## config.mk

```make
export PLATFORM = sky130hd
export DESIGN_NAME = piece_queue_flat
export DESIGN_NICKNAME = d
export VERILOG_FILES = /design/src/rtl/piece_queue_if.sv /design/src/rtl/piece_queue.sv /design/src/flat_wrapper.sv
export SDC_FILE = /design/constraint.sdc
export NUM_CORES = 1
export LEC_CHECK = 0
export BUFFER_PORTS_ARGS = -buffer_cell sky130_fd_sc_hd__buf_4
export CELL_PAD_IN_SITES_DETAIL_PLACEMENT = 0
export CELL_PAD_IN_SITES_GLOBAL_PLACEMENT = 1
export CORE_ASPECT_RATIO = 0.6
export CORE_MARGIN = 3
export CORE_UTILIZATION = 50
export CTS_BUF_LIST = sky130_fd_sc_hd__clkbuf_8
export CTS_CLUSTER_DIAMETER = 60
export DETAILED_ROUTE_END_ITERATION = 10
export PLACE_DENSITY = 0.9
export SKIP_CTS_REPAIR_TIMING = 1
export SYNTH_ARGS = -nofsm -noshare
export SYNTH_HDL_FRONTEND = slang
export SYNTH_SLANG_ARGS = --single-unit
```

## constraint.sdc

```tcl
create_clock -name clka -period 5 [get_ports clka]
set_input_delay 0.25 -clock clka [delete_from_list [all_inputs] [get_ports clka]]
set_output_delay 0.25 -clock clka [all_outputs]
set_load 0.01 [all_outputs]
```

## src/rtl/piece_queue_if.sv

```systemverilog
// Bundle of the piece_queue signals shared by the RNG, the game FSM and the queue.
// The master drives the candidate stream and control; the slave returns the queue state.
interface piece_queue_if #(
    parameter int DEPTH = 4
);
    localparam int CW = $clog2(DEPTH + 1);

    logic [1:0]    random;
    logic          clear;
    logic          take;
    logic [1:0]    piece;
    logic          piece_valid;
    logic [1:0]    preview;
    logic          preview_valid;
    logic [CW-1:0] fill_count;

    modport master (
        output random, clear, take,
        input  piece, piece_valid, preview, preview_valid, fill_count
    );

    modport slave (
        input  random, clear, take,
        output piece, piece_valid, preview, preview_valid, fill_count
    );
endinterface

```

## src/rtl/piece_queue.sv

```systemverilog
// Next-piece scheduler: filters the RNG stream with a no-triple-repeat rule and
// buffers accepted piece IDs in a small FIFO, exposing head and preview.
module piece_queue #(
    parameter int DEPTH      = 4,
    parameter int MAX_REROLL = 3
) (
    input  logic       clka,
    input  logic       restart,
    piece_queue_if.slave q
);
    localparam int PW = $clog2(DEPTH);
    localparam int CW = $clog2(DEPTH + 1);
    localparam int RW = $clog2(MAX_REROLL + 1);
    localparam logic [CW-1:0] FULL  = CW'(DEPTH);
    localparam logic [RW-1:0] RRMAX = RW'(MAX_REROLL);

    typedef enum logic {FILL, RUN} state_t;

    state_t        state_q, state_d;
    logic [1:0]    mem_q [DEPTH];
    logic [PW-1:0] head_q, head_d;
    logic [PW-1:0] tail_q, tail_d;
    logic [CW-1:0] count_q, count_d;
    logic [1:0]    h1_q, h1_d;
    logic [1:0]    h0_q, h0_d;
    logic [1:0]    hcnt_q, hcnt_d;
    logic [RW-1:0] rr_q, rr_d;

    logic          pieceValid;
    logic          previewValid;
    logic          canPush;
    logic          reject;
    logic          pushEn;
    logic          popEn;
    logic [1:0]    pushVal;

    assign pieceValid   = (state_q == RUN) && (count_q != '0);
    assign previewValid = (state_q == RUN) && (count_q >= CW'(2));
    assign canPush      = (count_q != FULL);
    assign reject       = (hcnt_q == 2'd2) && (q.random == h1_q) && (q.random == h0_q);

    always_comb begin
        state_d = state_q;
        head_d  = head_q;
        tail_d  = tail_q;
        count_d = count_q;
        h1_d    = h1_q;
        h0_d    = h0_q;
        hcnt_d  = hcnt_q;
        rr_d    = rr_q;
        pushEn  = 1'b0;
        popEn   = 1'b0;
        pushVal = reject ? (q.random + 2'd1) : q.random;

        if (q.clear) begin
            state_d = FILL;
            head_d  = '0;
            tail_d  = '0;
            count_d = '0;
            hcnt_d  = '0;
            rr_d    = '0;
        end else begin
            popEn = q.take && pieceValid;
            // The re-roll counter only advances on cycles where a push was possible.
            if (canPush) begin
                if (reject && (rr_q != RRMAX)) begin
                    rr_d = rr_q + RW'(1);
                end else begin
                    pushEn = 1'b1;
                    rr_d   = '0;
                end
            end

            if (pushEn) begin
                tail_d = tail_q + PW'(1);
                h0_d   = h1_q;
                h1_d   = pushVal;
                if (hcnt_q != 2'd2) begin
                    hcnt_d = hcnt_q + 2'd1;
                end
            end
            if (popEn) begin
                head_d = head_q + PW'(1);
            end

            case ({pushEn, popEn})
                2'b10:   count_d = count_q + CW'(1);
                2'b01:   count_d = count_q - CW'(1);
                default: count_d = count_q;
            endcase

            if ((state_q == FILL) && (count_d == FULL)) begin
                state_d = RUN;
            end
        end
    end

    always_ff @(posedge clka or posedge restart) begin
        if (restart) begin
            state_q <= FILL;
            head_q  <= '0;
            tail_q  <= '0;
            count_q <= '0;
            h1_q    <= '0;
            h0_q    <= '0;
            hcnt_q  <= '0;
            rr_q    <= '0;
            for (int i = 0; i < DEPTH; i++) begin
                mem_q[i] <= '0;
            end
        end else begin
            state_q <= state_d;
            head_q  <= head_d;
            tail_q  <= tail_d;
            count_q <= count_d;
            h1_q    <= h1_d;
            h0_q    <= h0_d;
            hcnt_q  <= hcnt_d;
            rr_q    <= rr_d;
            if (pushEn) begin
                mem_q[tail_q] <= pushVal;
            end
        end
    end

    assign q.piece         = pieceValid   ? mem_q[head_q] : 2'd0;
    assign q.preview       = previewValid ? mem_q[head_q + PW'(1)] : 2'd0;
    assign q.piece_valid   = pieceValid;
    assign q.preview_valid = previewValid;
    assign q.fill_count    = count_q;
endmodule

```

## src/flat_wrapper.sv

```systemverilog
// flat-port wrapper written by rule: the top's interface ports become plain ports
module piece_queue_flat 
#(
    parameter int DEPTH      = 4,
    parameter int MAX_REROLL = 3
)
  (clka, restart, q_random, q_clear, q_take, q_piece, q_piece_valid, q_preview, q_preview_valid, q_fill_count);
  piece_queue_if #(.DEPTH(DEPTH)) q_i ();
  input  logic clka;
  input  logic restart;
  input wire logic [$bits(q_i.random)-1:0] q_random;
  input wire logic [$bits(q_i.clear)-1:0] q_clear;
  input wire logic [$bits(q_i.take)-1:0] q_take;
  output wire logic [$bits(q_i.piece)-1:0] q_piece;
  output wire logic [$bits(q_i.piece_valid)-1:0] q_piece_valid;
  output wire logic [$bits(q_i.preview)-1:0] q_preview;
  output wire logic [$bits(q_i.preview_valid)-1:0] q_preview_valid;
  output wire logic [$bits(q_i.fill_count)-1:0] q_fill_count;
  assign q_i.random = q_random;
  assign q_i.clear = q_clear;
  assign q_i.take = q_take;
  assign q_piece = q_i.piece;
  assign q_piece_valid = q_i.piece_valid;
  assign q_preview = q_i.preview;
  assign q_preview_valid = q_i.preview_valid;
  assign q_fill_count = q_i.fill_count;
  piece_queue #(.DEPTH(DEPTH), .MAX_REROLL(MAX_REROLL)) u_core (.clka(clka), .restart(restart), .q(q_i));
endmodule
```

==> results of run 1 <==
layer usage:
metal | vias up | track usage, % | part of all wire [%]
li1 | 466 | - | -
met1 | 456 | 23.55 | 47
met2 | 19 | 27.11 | 46
met3 | 4 | 5.229 | 5.0
met4 | 0 | 4.332 | 1.1
met5 | - | 0 | 0
cells by family after synthesis:
kind of cell / count (synthesis)
xor gates and xnor gates: 6
muxes: 18
DFF: 24
and+or+nand+nor: 34
AOI/OAI and AO/OA: 19
buffers and inverters: 14
adders and majority gates: 8
flip-flops by register name, indices dropped and copies added (netlist names), 2 cells and up:
name / cells
u_core.h0_q: 2
u_core.h1_q: 2
u_core.hcnt_q: 2
u_core.head_q: 2
u_core.mem_q: 8
u_core.q.fill_count: 3
u_core.rr_q: 2
u_core.tail_q: 2
metrics by stage:
step | setup WS, ns | hold slack [ns] | cells
after floorplan | 2.014 | 0.2646 | 123
after global placement | 1.890 | 0.4839 | 166
after detailed placement | 1.755 | 0.5032 | 166
after CTS | 1.689 | 0.2071 | 170
after global routing | 1.438 | 0.2458 | 170
final | 1.691 | 0.1782 | 170
power groups by stage:
| stage | registers, mW | logic, mW | clock network, mW |
|---|---|---|---|
| 6_report | 0.309 | 0.195 | 0.171 |
| 5_1_grt | 0.319 | 0.222 | 0.181 |
| 4_1_cts | 0.309 | 0.198 | 0.174 |
| 3_5_place_dp | 0.313 | 0.197 | 0 |
| 3_3_place_gp | 0.306 | 0.187 | 0 |
| 2_1_floorplan | 0.294 | 0.155 | 0 |
final timing paths:
| check | to | slack (ns) | from | cells past startpoint |
|---|---|---|---|---|
| max | u_core.state_q$_DFFE_PP0P_ | 1.69 | u_core.hcnt_q[0]$_DFFE_PP0P_ | 13 |
| min | u_core.mem_q[0]$_DFFE_PP0P_ | 0.18 | restart | 2 |
| max in group asynchronous | u_core.tail_q[0]$_DFFE_PP0P_ | 4.25 | restart | 2 |
| max reg2reg | u_core.state_q$_DFFE_PP0P_ | 1.69 | u_core.hcnt_q[0]$_DFFE_PP0P_ | 13 |
| min in group clka | u_core.tail_q[1]$_DFFE_PP0P_ | 0.24 | q_clear | 2 |
| min reg2reg | u_core.mem_q[7]$_DFFE_PP0P_ | 0.52 | u_core.mem_q[7]$_DFFE_PP0P_ | 1 |
cell type report:
| cell class | instances | share of cell area [%] |
|---|---|---|
| Timing Repair Buffer | 14 | 6.625 |
| Clock inverter | 1 | 1.893 |
| Clock buffer | 3 | 2.603 |
| Sequential cell | 24 | 37.85 |
| Inverter | 11 | 2.603 |
| Multi-Input combinational cell | 85 | 45.90 |
| Tap cell | 32 | 2.524 |
synth_stat cells, drive strengths merged:
cell type	n
dfrtp	24
mux2	13
inv	11
nor2	9
ha	7
a21oi	6
o21ai	6
and3	5
or3	5
xor2	5
mux4	4
nor2b	4
clkbuf	3
nand2	3
nand3	2
nor3	2
a211oi	1
a21boi	1
a221o	1
a221oi	1
a22o	1
fa	1
mux2i	1
nand3b	1
nand4	1
nor3b	1
o311a	1
o31ai	1
or4b	1
xnor2	1
==> out/summary.txt, run 1 <==
=====================================================================================================
Outcome                                                                                  finished clean
Horizontal die dimension                                                                     73.86 um
Via density                                                                                     5.559
Tot Pwr                                                                                      674.5 uW
Area delta synth->final                                                                        14.85%
Yosys Warn Count                                                                                    0
Fill cell instance count of the final layout                                                      222
Number of buffers created by CTS                                                                    3
Slew of the pin with the lowest slew margin                                                 0.9217 ns
Half-perimeter wire length of the detailed placement result                                  1.919 mm
Clock insertion delay at the later pin of the skew report                                     0.27 ns
Critical path peak fanout                                                                           6
Headroom to the max-slew limit                                                                 38.48%
Standard cell core area                                                                  0.002575 mm2
Maximum clock insertion buffer count                                                                2
Commonest non-fill, non-tap cell in the layout                                           sky130_fd_sc_hd__dfrtp_1
Detailed-route via count                                                                          945
Main area contributors after synthesis                                                   sky130_fd_sc_hd__dfrtp_1 (43%), sky130_fd_sc_hd__mux2_1 (6.5%), sky130_fd_sc_hd__mux4_2 (6.5%), sky130_fd_sc_hd__ha_1 (6.3%), sky130_fd_sc_hd__mux2_2 (4.1%)
Arrival time of the worst setup path                                                          3.53 ns
Total count of hold-check failures in the final report                                              0
Gate count after technology mapping                                                               123
Hold Crit Class                                                                          input port to asynchronous set/reset pin
Slowest cell on the critical path                                                        sky130_fd_sc_hd__or4b_4
Critical Path RT                                                                              5.22 ns
Net count after synthesis                                                                         137
CTS clock-pin slew for the worst setup and hold paths                                         0.09 ns
Internal power                                                                               471.5 uW
# setup viols final                                                                                 0
Simple-Gate Fraction of Synth Area                                                             14.58%
Proportion of power drawn by the clock network                                                  25.4%
Combinational fraction of design power                                                          28.8%
Share of the yosys chip area belonging to registers                                            43.48%
Placement Rows                                                                                     14
Post-synthesis instance area                                                             0.001381 mm2
Max Fclk                                                                                    302.2 MHz
Largest family of logic cells by synthesized area                                        multiplexers
DR iter-0 viols                                                                                    61
Area taken by multi-input logic gates                                                       728.2 um2
Proportion of power drawn by flip-flops and latches                                             45.8%
Wire length of the first global-routing pass                                                 4.326 mm
Maximum number of pins on one net before global-route repair                                       25
Remaining Overflow, GRT                                                                             0
CTS root buf                                                                             sky130_fd_sc_hd__clkbuf_8
Total I/O pin count                                                                                15
Delay of the slowest critical-path stage                                                      0.51 ns
Area share of the leading cell type in the synthesized netlist                                 43.48%
Drc violations                                                                                      0
Diode count                                                                                         0
Mux cell area share after synthesis                                                            17.84%
CTS H-tree lvls                                                                                     1
Number of violations of the max-capacitance limit                                                   0
Top library cells by usage in the layout, fill and taps aside                            sky130_fd_sc_hd__dfrtp_1 (24), sky130_fd_sc_hd__buf_4 (14), sky130_fd_sc_hd__inv_1 (11)
Seq. cell area                                                                              600.6 um2
Antenna violations before repair                                                                    0
WL/cell                                                                                      14.81 um
Number of optimization iterations in the first detailed-route pass                                  4
Detail Route Antenna Nets                                                                           0
Distinct cell type count of the synthesized netlist                                                34
Crit path capture type                                                                           flop
Number of sinks handled by clock tree synthesis                                                    24
Area of the die                                                                          0.003450 mm2
Period Utilization, post-route                                                                 66.19%
Port Buffers                                                                                       14
Buffer and inverter count on the worst path                                                         3
Total count of max-transition violations in the final report                                        0
Area fraction in compound gates after synthesis                                                8.696%
Flop and latch count out of synthesis                                                              24
Placement Cell Area                                                                      0.001515 mm2
Layout Skew                                                                               0.007461 ns
Mean instance size in the synthesized netlist                                               11.23 um2
Leakage component of the power                                                              0.7408 nW
Global-route usage over all layers                                                             17.21%
Clock tree from TritonCTS                                                                         yes
Fraction of final layout cells with drive strength greater than 1                              23.91%
Number of global-route vias before repair                                                         895
Areal power density over the cells                                                       425.2 mW/mm2
Die height                                                                                   46.72 um
Post-synthesis share of cell area spent on full adders, half adders and majority gates         7.790%
Setup TNS Final                                                                                  0 ns
Minimum period implied by the final worst setup slack                                        3.309 ns
Final design instance area without fill                                                  0.001587 mm2
Count of nets after finishing                                                                     153
Net switching share of the total power                                                         30.10%
Worst path top cell family by delay                                                      simple AND/OR/NAND/NOR gates
Xor and xnor fraction of the mapped netlist area                                               3.804%
Setup repair after global routing missed its margin                                             false
Total detailed-routing wirelength                                                            2.518 mm
Critical path, cell by cell                                                              inv_1 -> ha_1 -> or4b_4 -> a221oi_1 -> nor2_1 -> inv_1 -> ha_1 -> inv_1 -> fa_1 -> xor2_1 -> or3_1 -> a21oi_1 -> a22o_1
Worst ir drop on vdd                                                                        0.2142 mV
Last weighted congestion value of the routability-driven placer                                0.7584
WS Path Type                                                                             flop to flop
Most prevalent standard cell on the critical path                                        sky130_fd_sc_hd__inv_1
Net switching power                                                                          203.0 uW
Crit path launch type                                                                            flop
Cell type with the largest total area after synthesis                                    sky130_fd_sc_hd__dfrtp_1
Fin util                                                                                       61.61%
Initial core utilization                                                                       53.64%
=====================================================================================================
No activity file was read; power rests on OpenSTA's default activity.
==> run 2: changes to the inputs <==
--- a/config.mk
+++ b/config.mk
@@ -10,11 +10,11 @@
 export CELL_PAD_IN_SITES_GLOBAL_PLACEMENT = 1
 export CORE_ASPECT_RATIO = 0.6
 export CORE_MARGIN = 3
-export CORE_UTILIZATION = 50
+export CORE_UTILIZATION = 43
 export CTS_BUF_LIST = sky130_fd_sc_hd__clkbuf_8
 export CTS_CLUSTER_DIAMETER = 60
 export DETAILED_ROUTE_END_ITERATION = 10
-export PLACE_DENSITY = 0.9
+export PLACE_DENSITY = 0.83
 export SKIP_CTS_REPAIR_TIMING = 1
 export SYNTH_ARGS = -nofsm -noshare
 export SYNTH_HDL_FRONTEND = slang
==> constraint.sdc (replaced) <==
create_clock -name clka -period 2.7 [get_ports clka]
set_input_delay 0.135 -clock clka [delete_from_list [all_inputs] [get_ports clka]]
set_output_delay 0.135 -clock clka [all_outputs]
set_load 0.01 [all_outputs]
==> run 2 against run 1 <==
The run now ends with negative setup slack left. Final area rose by 6.9%. Critical path type unchanged. Via count rose by 6.8%. Register-to-register slack got worse by 1.9 ns. Die area rose by 15%. Utilization fell by 4.4 points. Combinational power rose by 110%. Wire length rose by 9.7%. Hold slack got worse by 0.11 ns. Clock skew fell by 0.0044 ns.
==> out/summary.txt, run 2 (synthesis results as in run 1) <==
=================================================================================
Number of optimization iterations in the first detailed-route pass              4   unchanged
Number of sinks handled by clock tree synthesis                                24   unchanged
Area of the die                                                      0.003951 mm2   was 0.003450 mm2
Remaining Overflow, GRT                                                         0   unchanged
Gr busiest metal                                                             met2   unchanged
Number of buffers created by CTS                                                3   unchanged
Number of instances in the placed design                                      183   was 166
Fraction of final layout cells with drive strength greater than 1          35.14%   was 23.91%
Violations in the final reports                                      negative setup slack
Tot Pwr                                                                  1.237 mW   was 674.5 uW
Total count of max-transition violations in the final report                    0   unchanged
Initial core utilization                                                   46.58%   was 53.64%
Crit path capture type                                                       flop   unchanged
Die height                                                               49.90 um   was 46.72 um
Worst ir drop on vdd                                                    0.5159 mV   was 0.2142 mV
Last weighted congestion value of the routability-driven placer            0.7590   was 0.7584
CTS clock-pin slew for the worst setup and hold paths                     0.08 ns   was 0.09 ns
Total I/O pin count                                                            15   unchanged
Placement Cell Area                                                  0.001600 mm2   was 0.001515 mm2
DR iter-0 viols                                                                40   was 61
Top library cells by usage in the layout, fill and taps aside        sky130_fd_sc_hd__buf_4 (24), sky130_fd_sc_hd__dfrtp_1 (24), sky130_fd_sc_hd__inv_1 (10)   was sky130_fd_sc_hd__dfrtp_1 (24), sky130_fd_sc_hd__buf_4 (14), sky130_fd_sc_hd__inv_1 (11)
Areal power density over the cells                                   729.7 mW/mm2   was 425.2 mW/mm2
Fill cell instance count of the final layout                                  260   was 222
Cell depth of the worst flop-to-flop path                                      13   unchanged
Hold slack                                                             0.06789 ns   was 0.1782 ns
Diode count                                                                     0   unchanged
Final Non-Filler Cells                                                        190   was 170
Standard cell core area                                              0.002965 mm2   was 0.002575 mm2
Leakage component of the power                                          0.8148 nW   was 0.7408 nW
Wire length of the first global-routing pass                             4.823 mm   was 4.326 mm
WS Path Type                                                         flop to flop   unchanged
Slew of the pin with the lowest slew margin                             0.9122 ns   was 0.9217 ns
Outcome                                                              finished, violations left   was finished clean
Maximum number of pins on one net before global-route repair                   25   unchanged
Period Utilization, post-route                                             107.5%   was 66.19%
Number of global-route vias before repair                                    1049   was 895
Setup repair after global routing missed its margin                          true   was false
Max Fclk                                                                344.7 MHz   was 302.2 MHz
Max reg flops                                                                   8   unchanged
WL/cell                                                                  14.53 um   was 14.81 um
Critical Path RT                                                          2.91 ns   was 5.22 ns
Total count of hold-check failures in the final report                          0   unchanged
Headroom to the max-slew limit                                             39.12%   was 38.48%
Detailed-route via count                                                     1009   was 945
Setup TNS Final                                                        -0.3756 ns   was 0 ns
Minimum period implied by the final worst setup slack                    2.901 ns   was 3.309 ns
Layout Skew                                                           0.003044 ns   was 0.007461 ns
Met1 demand-to-capacity share in global routing                            20.76%   was 23.55%
CTS root buf                                                         sky130_fd_sc_hd__clkbuf_8   unchanged
Flop-to-flop setup slack                                                 -0.20 ns   was 1.69 ns
Smallest setup slack after layout                                      -0.2012 ns   was 1.691 ns
# setup viols final                                                             2   was 0
Number of violations of the max-capacitance limit                               0   unchanged
Area delta synth->final                                                    22.74%   was 14.85%
Horizontal die dimension                                                 79.17 um   was 73.86 um
Count of nets after finishing                                                 163   was 153
Seq. cell area                                                          600.6 um2   unchanged
GRT met3 Usage                                                             4.380%   was 5.229%
Final design instance area without fill                              0.001695 mm2   was 0.001587 mm2
Clock insertion delay at the later pin of the skew report                 0.26 ns   was 0.27 ns
Arrival time of the worst setup path                                      3.11 ns   was 3.53 ns
Total detailed-routing wirelength                                        2.761 mm   was 2.518 mm
Port Buffers                                                                   14   unchanged
Global-route usage over all layers                                         15.85%   was 17.21%
Clock tree from TritonCTS                                                     yes   unchanged
Antenna violations before repair                                                0   unchanged
Global routing met2 resource utilization                                   27.09%   was 27.11%
Area taken by multi-input logic gates                                   765.7 um2   was 728.2 um2
Hold Crit Class                                                      input port to asynchronous set/reset pin   unchanged
Placement Rows                                                                 15   was 14
Critical path peak fanout                                                       2   was 6
CTS H-tree lvls                                                                 1   unchanged
Via density                                                                 5.311   was 5.559
Biggest register                                                     u_core.mem_q   unchanged
Maximum clock insertion buffer count                                            2   unchanged
Crit path launch type                                                        flop   unchanged
Half-perimeter wire length of the detailed placement result              2.168 mm   was 1.919 mm
Drc violations                                                                  0   unchanged
Detail Route Antenna Nets                                                       0   unchanged
=================================================================================
==> run 2: cell types whose count changed in the layout (fill, tap and decap cells not counted), sizes merged <==
cell / change
buf: +10
clkbuf: +1
bufinv: -1
==> run 2: metrics by stage <==
| step | setup slack [ns] | util [%] |
|---|---|---|
| global route | -0.3383 | 57.17 |
| detailed placement | -0.1821 | 53.97 |
| finish | -0.2012 | 57.17 |
| CTS | -0.2074 | 55.82 |
| floorplan | -0.1689 | - |
| global placement | -0.1136 | 53.97 |
==> run 2: final timing paths <==
kind,end,startpoint
worst max-delay path,u_core.state_q$_DFFE_PP0P_,u_core.hcnt_q[0]$_DFFE_PP0P_
worst min-delay path,u_core.tail_q[0]$_DFFE_PP0P_,restart
worst max register to register,u_core.state_q$_DFFE_PP0P_,u_core.hcnt_q[0]$_DFFE_PP0P_
worst min register to register,u_core.mem_q[4]$_DFFE_PP0P_,u_core.mem_q[4]$_DFFE_PP0P_
max in group asynchronous,u_core.tail_q[1]$_DFFE_PP0P_,restart
min in group clka,u_core.q.fill_count[1]$_DFF_PP0_,q_clear
==> run 2: worst max-delay path, cell delays in order (launching register included) <==
cell and delay (ns):
sky130_fd_sc_hd__dfrtp_1 0.38, sky130_fd_sc_hd__inv_1 0.06, sky130_fd_sc_hd__ha_2 0.17, sky130_fd_sc_hd__or4b_4 0.49, sky130_fd_sc_hd__a221oi_4 0.31, sky130_fd_sc_hd__nor2_2 0.07
sky130_fd_sc_hd__inv_1 0.06, sky130_fd_sc_hd__ha_2 0.17, sky130_fd_sc_hd__inv_2 0.04, sky130_fd_sc_hd__fa_2 0.33, sky130_fd_sc_hd__xor2_1 0.15, sky130_fd_sc_hd__or3_1 0.32
sky130_fd_sc_hd__a21oi_2 0.16, sky130_fd_sc_hd__a22o_1 0.14
==> run 2: cell type report <==
| class | count | share of cell area, % |
|---|---|---|
| Sequential cell | 24 | 35.42 |
| Clock buffer | 4 | 3.247 |
| Inverter | 11 | 2.435 |
| Multi-Input combinational cell | 85 | 45.17 |
| Timing Repair Buffer | 24 | 10.63 |
| Tap cell | 42 | 3.100 |
==> run 2: where the power goes <==
group / internal (mW) / switching (mW) / total [mW]
registers: 0.470 / 0.109 / 0.579
logic: 0.243 / 0.174 / 0.417
clock network: 0.130 / 0.111 / 0.241
==> run 2: metal layers <==
metal  part of all wire, %  wire [um]  vias to the layer above
li1                      -          -                      491
met1                    48       1329                      493
met2                    48       1314                       21
met3                   3.6        100                        4
met4                  0.62         17                        0
met5                     0          0                        -
==> run 3: changes to the inputs <==
--- a/config.mk
+++ b/config.mk
@@ -10,11 +10,12 @@
 export CELL_PAD_IN_SITES_GLOBAL_PLACEMENT = 1
 export CORE_ASPECT_RATIO = 0.6
 export CORE_MARGIN = 3
-export CORE_UTILIZATION = 43
-export CTS_BUF_LIST = sky130_fd_sc_hd__clkbuf_8
+export CORE_UTILIZATION = 41
+export CTS_BUF_LIST = sky130_fd_sc_hd__clkbuf_16
 export CTS_CLUSTER_DIAMETER = 60
 export DETAILED_ROUTE_END_ITERATION = 10
-export PLACE_DENSITY = 0.83
+export HOLD_SLACK_MARGIN = 0.08
+export PLACE_DENSITY = 0.8
 export SKIP_CTS_REPAIR_TIMING = 1
 export SYNTH_ARGS = -nofsm -noshare
 export SYNTH_HDL_FRONTEND = slang
==> run 3 against run 2 <==
The run still ends with negative setup slack left. Hold slack better by 0.027 ns. Combinational power down 1%. Critical path depth unchanged. Wire length down 0.58%. Clock power up 73%. Utilization down 0.26 points. Die area up 4.4%. Sequential cell count unchanged. Clock-buffer cell count down 1. Final cell count down 1.1%. Maximum frequency up 2.1%. Register-to-register slack better by 0.06 ns. Critical path type unchanged. Highest routed layer unchanged.
==> out/summary.txt, run 3 (synthesis results as in run 1) <==
=================================================================================
Number of optimization iterations in the first detailed-route pass              4   unchanged
Number of global-route vias before repair                                    1009   was 1049
Drc violations                                                                  0   unchanged
Headroom to the max-slew limit                                             36.86%   was 39.12%
Diode count                                                                     0   unchanged
Initial core utilization                                                   45.43%   was 46.58%
Number of violations of the max-capacitance limit                               0   unchanged
Maximum clock insertion buffer count                                            2   unchanged
Internal power                                                           1.002 mW   was 842.5 uW
Port Buffers                                                                   14   unchanged
WL/cell                                                                  14.60 um   was 14.53 um
Count of nets after finishing                                                 161   was 163
Area of the die                                                      0.004124 mm2   was 0.003951 mm2
Layout Skew                                                           0.003156 ns   was 0.003044 ns
Detailed-route via count                                                      996   was 1009
Outcome                                                              finished, violations left   unchanged
Global-route usage over all layers                                         15.36%   was 15.85%
Clock insertion delay at the later pin of the skew report                 0.25 ns   was 0.26 ns
Crit path capture type                                                       flop   unchanged
Critical path, cell by cell                                          inv_1 -> ha_2 -> or4b_4 -> a221oi_4 -> nor2_2 -> inv_1 -> ha_2 -> inv_2 -> fa_2 -> xor2_1 -> or3_1 -> a21oi_2 -> a22o_1   unchanged
Tot Pwr                                                                  1.409 mW   was 1.237 mW
Net switching power                                                      407.6 uW   was 394.7 uW
Violations in the final reports                                      negative setup slack   unchanged
Delay of the slowest critical-path stage                                  0.48 ns   was 0.49 ns
Maximum number of pins on one net before global-route repair                   25   unchanged
Fraction of final layout cells with drive strength greater than 1          34.25%   was 35.14%
Proportion of power drawn by the clock network                              29.6%   was 19.5%
Number of sinks handled by clock tree synthesis                                24   unchanged
Hold Crit Class                                                      input port to asynchronous set/reset pin   unchanged
Total count of max-transition violations in the final report                    0   unchanged
Max Fclk                                                                351.8 MHz   was 344.7 MHz
CTS clock-pin slew for the worst setup and hold paths                     0.06 ns   was 0.08 ns
Hold slack                                                             0.09526 ns   was 0.06789 ns
Areal power density over the cells                                   814.3 mW/mm2   was 729.7 mW/mm2
CTS H-tree lvls                                                                 1   unchanged
Worst slack at placement                                               -0.1432 ns   was -0.1821 ns
Placement Cell Area                                                  0.001608 mm2   was 0.001600 mm2
Arrival time of the worst setup path                                      3.04 ns   was 3.11 ns
Area delta synth->final                                                    25.27%   was 22.74%
Total count of hold-check failures in the final report                          0   unchanged
Placement Rows                                                                 15   unchanged
Antenna violations before repair                                                0   unchanged
Detail Route Antenna Nets                                                       0   unchanged
Max reg flops                                                                   8   unchanged
CTS root buf                                                         sky130_fd_sc_hd__clkbuf_16   was sky130_fd_sc_hd__clkbuf_8
DR iter-0 viols                                                                29   was 40
Clock tree from TritonCTS                                                     yes   unchanged
Net switching share of the total power                                     28.92%   was 31.90%
Combinational fraction of design power                                      29.2%   was 33.7%
Last weighted congestion value of the routability-driven placer            0.7553   was 0.7590
Minimum period implied by the final worst setup slack                    2.842 ns   was 2.901 ns
Slowest cell on the critical path                                    sky130_fd_sc_hd__or4b_4   unchanged
Horizontal die dimension                                                 80.94 um   was 79.17 um
Commonest non-fill, non-tap cell in the layout                       sky130_fd_sc_hd__dfrtp_1
Wire length of the first global-routing pass                             4.809 mm   was 4.823 mm
Remaining Overflow, GRT                                                         0   unchanged
Crit path launch type                                                        flop   unchanged
Total I/O pin count                                                            15   unchanged
Final design instance area without fill                              0.001730 mm2   was 0.001695 mm2
Smallest setup slack after layout                                      -0.1422 ns   was -0.2012 ns
Setup repair after global routing missed its margin                          true   unchanged
Die height                                                               50.96 um   was 49.90 um
Biggest register                                                     u_core.mem_q   unchanged
Slew of the pin with the lowest slew margin                             0.9460 ns   was 0.9122 ns
Proportion of power drawn by flip-flops and latches                         41.2%   was 46.8%
Period Utilization, post-route                                             105.3%   was 107.5%
Half-perimeter wire length of the detailed placement result              2.054 mm   was 2.168 mm
Top library cells by usage in the layout, fill and taps aside        sky130_fd_sc_hd__dfrtp_1 (24), sky130_fd_sc_hd__buf_4 (22), sky130_fd_sc_hd__inv_1 (10)   was sky130_fd_sc_hd__buf_4 (24), sky130_fd_sc_hd__dfrtp_1 (24), sky130_fd_sc_hd__inv_1 (10)
Critical Path RT                                                          2.90 ns   was 2.91 ns
Total detailed-routing wirelength                                        2.745 mm   was 2.761 mm
Worst ir drop on vdd                                                    0.4694 mV   was 0.5159 mV
WS Path Type                                                         flop to flop   unchanged
Setup TNS Final                                                        -0.1658 ns   was -0.3756 ns
Standard cell core area                                              0.003040 mm2   was 0.002965 mm2
Number of buffers created by CTS                                                3   unchanged
# setup viols final                                                             2   unchanged
Via density                                                                 5.298   was 5.311
Leakage component of the power                                          0.8268 nW   was 0.8148 nW
Critical path peak fanout                                                       2   unchanged
=================================================================================
## run 3: changes by cell type in the layout (fill, tap and decap cells not counted), sizes merged
cell	delta
buf	-2
bufinv	+1
clkbuf	-1
## run 3: worst max-delay path: cells and delay by family (launching register included)
family | cells | cell delay (ns)
flops | 1 | 0.38
fa+ha+maj | 3 | 0.67
simple gates | 3 | 0.86
buf+inv | 3 | 0.16
xor+xnor | 1 | 0.15
compound gates | 3 | 0.57
## run 3: final timing paths
kind,from,endpoint,slack (ns),cells after the start
min in group clka,q_clear,u_core.q.fill_count[2]$_DFF_PP0_,0.15,2
max reg2reg,u_core.hcnt_q[0]$_DFFE_PP0P_,u_core.state_q$_DFFE_PP0P_,-0.14,13
min reg2reg,u_core.mem_q[6]$_DFFE_PP0P_,u_core.mem_q[6]$_DFFE_PP0P_,0.51,1
max,u_core.hcnt_q[0]$_DFFE_PP0P_,u_core.state_q$_DFFE_PP0P_,-0.14,13
min,restart,u_core.hcnt_q[1]$_DFFE_PP0P_,0.1,2
max in group asynchronous,restart,u_core.q.fill_count[1]$_DFF_PP0_,2.03,2
## run 3: cell type report
| class | count | area, um2 |
|---|---|---|
| Clock buffer | 3 | 75.07 |
| Clock inverter | 1 | 30.03 |
| Fill cell | 279 | 1310 |
| Inverter | 11 | 41.29 |
| Multi-Input combinational cell | 85 | 765.7 |
| Sequential cell | 24 | 600.6 |
| Tap cell | 42 | 52.55 |
| Timing Repair Buffer | 22 | 165.2 |
## run 3: metal layers
layer,part of all wire (%),routed length (um),vias to the layer above,global-route usage [%]
li1,-,-,482,-
met1,51,1390,498,20.20
met2,46,1250,12,25.75
met3,3.4,92,4,4.225
met4,0.44,12,0,2.528
met5,0,0,-,0
## run 3: stage by stage
stage	std cells	utilization, %
final	188	56.91
after CTS	188	56.34
after global routing	188	56.91
after global placement	184	52.88
after detailed placement	184	52.88
after floorplan	123	-
## run 3: power by group through the flow
stage | combinational (mW) | sequential (mW) | clock (mW)
global route | 0.465 | 0.599 | 0.442
floorplan | 0.296 | 0.545 | 0
CTS | 0.403 | 0.576 | 0.431
global placement | 0.383 | 0.569 | 0
detailed placement | 0.398 | 0.582 | 0
finish | 0.411 | 0.581 | 0.417
